File: src/rtl/led_scanner_pkg.sv
// Shared types and constants for the LED scanner.
// Latency: n/a (declarations only).
// Backpressure: n/a.
package led_scanner_pkg;

  typedef enum logic [1:0] {
    BOUNCE = 2'b00,
    ROT_L  = 2'b01,
    ROT_R  = 2'b10,
    FILL   = 2'b11
  } mode_t;

  localparam logic DIR_LEFT  = 1'b1;
  localparam logic DIR_RIGHT = 1'b0;

endpackage

File: src/rtl/led_prescaler.sv
// Step-rate prescaler: raises step once every div+1 enabled cycles.
// Latency: step is combinational from the count register and en.
// Backpressure: en=0 freezes the count; clr restarts it and overrides a step.
module led_prescaler
  import led_scanner_pkg::*;
#(
  parameter int DIV_WIDTH = 24
) (
  input  logic                 clk,
  input  logic                 rst_n,
  input  logic                 en,
  input  logic                 clr,
  input  logic [DIV_WIDTH-1:0] div,
  output logic                 step
);

  localparam logic [DIV_WIDTH-1:0] CNT_ONE = {{(DIV_WIDTH-1){1'b0}}, 1'b1};

  logic [DIV_WIDTH-1:0] cnt;

  // >= rather than == so that lowering div below the running count still steps
  assign step = en && (cnt >= div);

  // Count enabled cycles, returning to zero on a step or a restart
  always_ff @(posedge clk or negedge rst_n) begin
    if (!rst_n) begin
      cnt <= '0;
    end else if (clr) begin
      cnt <= '0;
    end else if (step) begin
      cnt <= '0;
    end else if (en) begin
      cnt <= cnt + CNT_ONE;
    end
  end

endmodule

File: src/rtl/led_scanner.sv
// LED pattern generator: bounce / rotate-left / rotate-right / fill on a WIDTH-bit bank.
// Latency: led/dir/tick/wrap are registered and update on the edge where a step occurs.
// Backpressure: none; en=0 freezes prescaler and pattern, load restarts regardless of en.
module led_scanner
  import led_scanner_pkg::*;
#(
  parameter int WIDTH     = 8,
  parameter int DIV_WIDTH = 24
) (
  input  logic                 clk,
  input  logic                 rst_n,
  input  logic                 en,
  input  logic [1:0]           mode,
  input  logic [DIV_WIDTH-1:0] div,
  input  logic                 load,
  output logic [WIDTH-1:0]     led,
  output logic                 dir,
  output logic                 tick,
  output logic                 wrap
);

  localparam logic [WIDTH-1:0] LED_INIT = {{(WIDTH-1){1'b0}}, 1'b1};

  logic             step;
  mode_t            mode_sel;
  logic             led_onehot;
  logic [WIDTH-1:0] led_nxt;
  logic             dir_nxt;
  logic             wrap_nxt;

  led_prescaler #(
    .DIV_WIDTH(DIV_WIDTH)
  ) u_prescaler (
    .clk  (clk),
    .rst_n(rst_n),
    .en   (en),
    .clr  (load),
    .div  (div),
    .step (step)
  );

  assign mode_sel   = mode_t'(mode);
  assign led_onehot = (led != '0) && ((led & (led - LED_INIT)) == '0);

  // Next pattern value; the shifting modes restart from bit 0 if led is not one-hot
  always_comb begin
    led_nxt  = led;
    dir_nxt  = dir;
    wrap_nxt = 1'b0;
    if (mode_sel != FILL && !led_onehot) begin
      led_nxt = LED_INIT;
      dir_nxt = DIR_LEFT;
    end else begin
      case (mode_sel)
        BOUNCE: begin
          if (dir == DIR_LEFT) begin
            if (led[WIDTH-1]) begin
              led_nxt = led >> 1;
              dir_nxt = DIR_RIGHT;
            end else begin
              led_nxt = led << 1;
            end
          end else begin
            if (led[0]) begin
              led_nxt = led << 1;
              dir_nxt = DIR_LEFT;
            end else begin
              // landing on bit 0 closes one full bounce period
              led_nxt  = led >> 1;
              wrap_nxt = led[1];
            end
          end
        end
        ROT_L: begin
          led_nxt  = {led[WIDTH-2:0], led[WIDTH-1]};
          dir_nxt  = DIR_LEFT;
          wrap_nxt = led[WIDTH-1];
        end
        ROT_R: begin
          led_nxt  = {led[0], led[WIDTH-1:1]};
          dir_nxt  = DIR_RIGHT;
          wrap_nxt = led[0];
        end
        FILL: begin
          dir_nxt = DIR_LEFT;
          if (&led) begin
            led_nxt  = '0;
            wrap_nxt = 1'b1;
          end else begin
            led_nxt = {led[WIDTH-2:0], 1'b1};
          end
        end
        default: begin
          led_nxt = led;
        end
      endcase
    end
  end

  // Output registers: load beats step beats hold; pulses last one cycle
  always_ff @(posedge clk or negedge rst_n) begin
    if (!rst_n) begin
      led  <= LED_INIT;
      dir  <= DIR_LEFT;
      tick <= 1'b0;
      wrap <= 1'b0;
    end else if (load) begin
      led  <= LED_INIT;
      dir  <= DIR_LEFT;
      tick <= 1'b0;
      wrap <= 1'b0;
    end else if (step) begin
      led  <= led_nxt;
      dir  <= dir_nxt;
      tick <= 1'b1;
      wrap <= wrap_nxt;
    end else begin
      tick <= 1'b0;
      wrap <= 1'b0;
    end
  end

endmodule

File: config.mk
export PLATFORM = sky130hd
export DESIGN_NAME = led_scanner
export DESIGN_NICKNAME = d
export VERILOG_FILES = /design/src/rtl/led_scanner_pkg.sv /design/src/rtl/led_prescaler.sv /design/src/rtl/led_scanner.sv
export SDC_FILE = /design/constraint.sdc
export NUM_CORES = 1
export LEC_CHECK = 0
export ABC_AREA = 0
export BUFFER_PORTS_ARGS = -buffer_cell sky130_fd_sc_hd__buf_2
export CAP_MARGIN = 20
export CORE_MARGIN = 2
export CORE_UTILIZATION = 50
export CTS_CLUSTER_SIZE = 8
export DETAILED_ROUTE_END_ITERATION = 16
export PLACE_DENSITY = 0.71
export SETUP_SLACK_MARGIN = 0.1
export SYNTH_ARGS = -nofsm -noshare
export SYNTH_HDL_FRONTEND = slang
export SYNTH_SLANG_ARGS = --single-unit
File: constraint.sdc
create_clock -name clk -period 4.1 [get_ports clk]
set_clock_uncertainty 0.05 [all_clocks]
set_input_delay 0.615 -clock clk [delete_from_list [all_inputs] [get_ports clk]]
set_output_delay 0.615 -clock clk [all_outputs]
set_load 0.02 [all_outputs]
# Yosys cells after proc, flatten, opt, wreduce, memory -nomap -nowiden
# Index checks and enable logic that the tools add are counted.
# word_totals
register_bits	35
in_bits	30
output_inout_bits	11
# classes
n_addsub	2
magnitude_cmp	1
eq_ne	4
mux	27
bitwise_logic	1
reduce_logical	11
# ops
op	count
24-bit two-way mux	3
8-bit two-way mux	7
8-bit one-hot mux with 4 select lines	1
24-bit by 1-bit adder with 24-bit output, second input constant	1
24-bit >= comparator	1
1-bit two-way mux	14
8-bit bitwise AND	1
8-bit zero test	1
8-bit AND reduction	1
8-bit nonzero test	1
8-bit by 1-bit subtractor with 8-bit output, second input constant	1
2-bit == test, second input constant	2
1-bit one-hot mux with 4 select lines	1
1-bit logical AND	3
1-bit one-hot mux with 3 select lines	1
3-bit nonzero test	1
2-bit by 1-bit == test with 1-bit output, second input constant	1
2-bit zero test	1
2-bit inequality test, second input constant	1
2-bit nonzero test	1
2-bit OR reduction	1
1-bit zero test	1

# Depth between registers and ports, before layout
# depth
word_depth	9
mapped_depth	10
ltp_nobuf	9

# Modules after synthesis
# Synthesis repeated with hierarchy kept, for this count alone.
# unflattened
cells_unflattened	358
hier_area_um2	3111.7
# modules_own_cells
module	instances	cells_each	area_each_um2	seq_area_each_um2
led_prescaler	1	267	2303.5	600.6
led_scanner	1	91	808.3	277.8

# Worst setup path after synthesis
# OpenSTA, ideal clock, no wires.
# synth_timing
kind	in2reg
from	in div[2]
to	reg u_prescaler.cnt[7]
setup_time_ps	101
arrival_ps	2340
required_ps	3949
path_slack_ps	1610
stages	9
n_path_buf	0
cell_sequence	inv_1 > ha_1 > a211o_1 > a31oi_1 > o221ai_2 > o2bb2ai_2 > nor3_4 > nand2_4 > o311ai_2
# synth_via
elab_chain_cells	4
elab_cells_between_ends	5
# synth_rtl
item	line	source
start, declared	led_scanner.sv:14	input logic [DIV_WIDTH-1:0] div,
24-bit >= comparator *	led_prescaler.sv:22	assign step = en && (cnt >= div);
1-bit logical AND *	led_prescaler.sv:22	
24-bit two-way mux	led_prescaler.sv:30	end else if (step) begin
24-bit two-way mux	led_prescaler.sv:28	end else if (clr) begin
end signal, assigned	led_prescaler.sv:33	cnt <= cnt + CNT_ONE;
end, declared	led_prescaler.sv:19	logic [DIV_WIDTH-1:0] cnt;
# Mark *: on every way between the ends. The rest lies on a longest branch, timed or not.
# A chain may end at the register's enable or synchronous reset.

# Worst setup path after layout
# layout_timing
from	reg u_prescaler.cnt[2]
to	reg u_prescaler.cnt[19]
# layout_via
elab_chain_cells	4
elab_cells_between_ends	7
# layout_rtl
item	line
24-bit by 1-bit adder with 24-bit output or 24-bit >= comparator (tied branches)	led_prescaler.sv:33, led_prescaler.sv:22
24-bit two-way mux or 1-bit logical AND (tied branches)	led_prescaler.sv:32, led_prescaler.sv:22
24-bit two-way mux	led_prescaler.sv:30
24-bit two-way mux	led_prescaler.sv:28
# Parallel ways exist; a longest one is shown, timed or not. The select of a mux whose other input is x is not followed.

==> flow_summary.toml <==
[logic_synthesis]
synth_area_um2 = 2753
synth_edf_count = 0
ys_types = 53
seq_area_frac_synth_pct = 31.91
yosys_register_bits = 35
synth_cells = 321
synth_nets = 376
async_reset_ff_share_pct = 100.0
synth_flop_cell = "dfrtp_1"
syn_avg_cell_area_um2 = 8.575
yosys_warnings = 0

[clocking]
cts_resized = 0
cts_buffer_depth = 2
clock_sinks = 35
cts_tree = "built"
cts_root_buf = "clkbuf_8"
hold_buffers = 0
cts_buffers = 5
cts_setup_buffers = 0
htree_levels = 2
clk_latency_ns = 0.29
clk_pin_slew_ns = 0.07

[timing]
tightest_slew_ns = 0.8943
maxSlewHeadroom_pct = 40.38
fmax_mhz = 318.0
hold_ws_ns = 0.3443
setup_viol = 0
rsz0062_at_grt = "false"
fin_tns_setup_ns = 0
layout_min_cycle_time_ns = 3.145
finalHoldViolCount = 0
finalCritPeriodShare_pct = 76.71
slew_viol_final = 0

[critical_path]
crit_chain = "ha_1 > a211o_1 > a31oi_1 > o221ai_2 > o2bb2ai_2 > o21ai_2 > nand2b_1 > nor2_1"
worstReg2RegEnd = "u_prescaler.cnt[19]"
regToRegStartpoint = "u_prescaler.cnt[2]"
worst-path-max-fanout = 21
cp-start-kind = "flop"
rrSetupSlack_ns = 0.95
crit_buf_inv = 0
cp.arrival_ns = 3.31
crit_required_ns = 4.27
crit_path_top_delay_cell = "o21ai_2"
end_kind = "flop"
reg2reg_depth = 8
critical_path_class = "flop to flop"
startpoint = "u_prescaler.cnt[2]"
crit_path_max_incr_delay_ns = 0.73
critical-path-top-delay-family = "compound AO/OA/AOI/OAI gates"

[routing]
ant_nets = 0
drtPass1Iterations = 4
dr_total_vias = 2394
avgViaCountPerCell = 5.660
routed_wl_um = 6056
initialDrtViolationCount = 129
wl_per_cell_um = 14.32
route.detailed.drc = 0

[global_routing]
grt_pass1_vias = 2306
grt_use_total_pct = 21.98
grt_max_degree = 36
grt_pass1_wl_um = 10750
overflow = 0
antenna_found_initial = 0

[min_path]
hold_path.class = "input port to asynchronous set/reset pin"

[finish]
area_delta_synth_final_pct = 10.64
final_common_cell = "buf_2"
nets = 405
diodes = 0
final_util_pct = 56.34
final_area_um2 = 3045
drive_gt1_share_pct = 18.80
final_cell_mix = "buf_2, nor2_1, dfrtp_1"
fill_cells = 507

[die]
start_util_pct = 50.93
coreArea_um2 = 5405
die_area_um2 = 6114
rows = 27
die-height_um = 78.20
io_pins = 41
die_w_um = 78.20

[power]
power_frac_seq_pct = 51.5
sw_frac_of_total_pct = 27.24
peakVddDrop_mv = 0.1834
p_leak_nw = 1.455
internal_power_w = 0.0004926
power_frac_comb_pct = 10.9
power_frac_clock_pct = 37.6
p_sw_w = 0.0001844
p_per_area_nw_per_um2 = 222.3

[placement]
portBuffers = 40
dp.final_hpwl_um = 4377
place_area_um2 = 2957
place.gp.congestion = 0.8792

[outcome]
status = "finished clean"

[flow_run]
drv_cap = 0
[per-layer routing]
metal,GRT usage [%],wire length (um),vias to the layer above
li1,-,-,1203
met1,29.70,2874,1122
met2,35.34,2804,59
met3,4.598,284,10
met4,7.018,93,0
met5,0,0,-
[synthesized netlist by cell type (6+ instances only)]
cell	n	area share (%)
nand4_1	10	2.3
a21oi_1	22	4.0
nand2_1	22	3.0
xor2_1	9	2.9
clkbuf_1	8	1.1
nor2_1	34	4.6
nor3_1	6	1.1
nand3b_1	7	1.9
inv_1	29	4.0
o31ai_1	8	2.2
ha_1	25	11
dfrtp_1	33	30
o21ai_0	6	1.1
buf_2	9	1.6
nand3_1	18	3.3
[stage by stage]
stage	setup WS, ns	power, W	instances
2_1_floorplan	1.610	0.0004004	321
3_3_place_gp	0.7996	0.0004279	415
3_5_place_dp	0.6808	0.0004298	415
4_1_cts	0.9346	0.0006881	423
5_1_grt	0.6827	0.0007156	423
6_report	0.9549	0.0006771	423
[worst max-delay path by stage]
stage	end	cells after the start	slack, ns
final	u_prescaler.cnt[19]	8	0.95
after global routing	u_prescaler.cnt[19]	8	0.68
after CTS	u_prescaler.cnt[19]	8	0.93
after detailed placement	u_prescaler.cnt[19]	10	0.68
after global placement	u_prescaler.cnt[4]	10	0.80
after floorplan	u_prescaler.cnt[7]	9	1.61
[state kept, by name, indices dropped and copies added, names as in the netlist]
signal,count
tick,1
wrap,1
dir,1
led,8
u_prescaler.cnt,24
[final cells by class]
| type | instances | area, um^2 | share of cell area [%] |
|---|---|---|---|
| clock buffers | 5 | 68.82 | 2.260 |
| clock inverters | 3 | 20.02 | 0.6574 |
| inverters | 30 | 112.6 | 3.698 |
| multi-input cells | 238 | 1675 | 55.01 |
| flip-flops and latches | 35 | 878.3 | 28.84 |
| well taps | 72 | 90.09 | 2.958 |
| repair buffers | 40 | 200.2 | 6.574 |
[power by group through the flow]
stage | Clock, W | Sequential (W) | Combinational [W]
6_report | 0.000255 | 0.000349 | 0.0000735
5_1_grt | 0.000281 | 0.000349 | 0.0000851
4_1_cts | 0.000264 | 0.000349 | 0.0000747
3_5_place_dp | 0 | 0.000356 | 0.0000742
3_3_place_gp | 0 | 0.000356 | 0.0000723
2_1_floorplan | 0 | 0.000355 | 0.0000452
[logic make-up (layout without fill, tap and decap cells)]
kind of cell | count (synthesis) | in the layout | synth area share [%]
simple gates | 128 | 128 | 24.82
compound gates | 65 | 65 | 18.05
buf+inv | 48 | 78 | 7.227
flops | 35 | 35 | 31.91
fa+ha+maj | 26 | 26 | 11.73
xor+xnor | 14 | 14 | 4.455
mux | 5 | 5 | 1.818
Power figures use the tool's default switching activity.
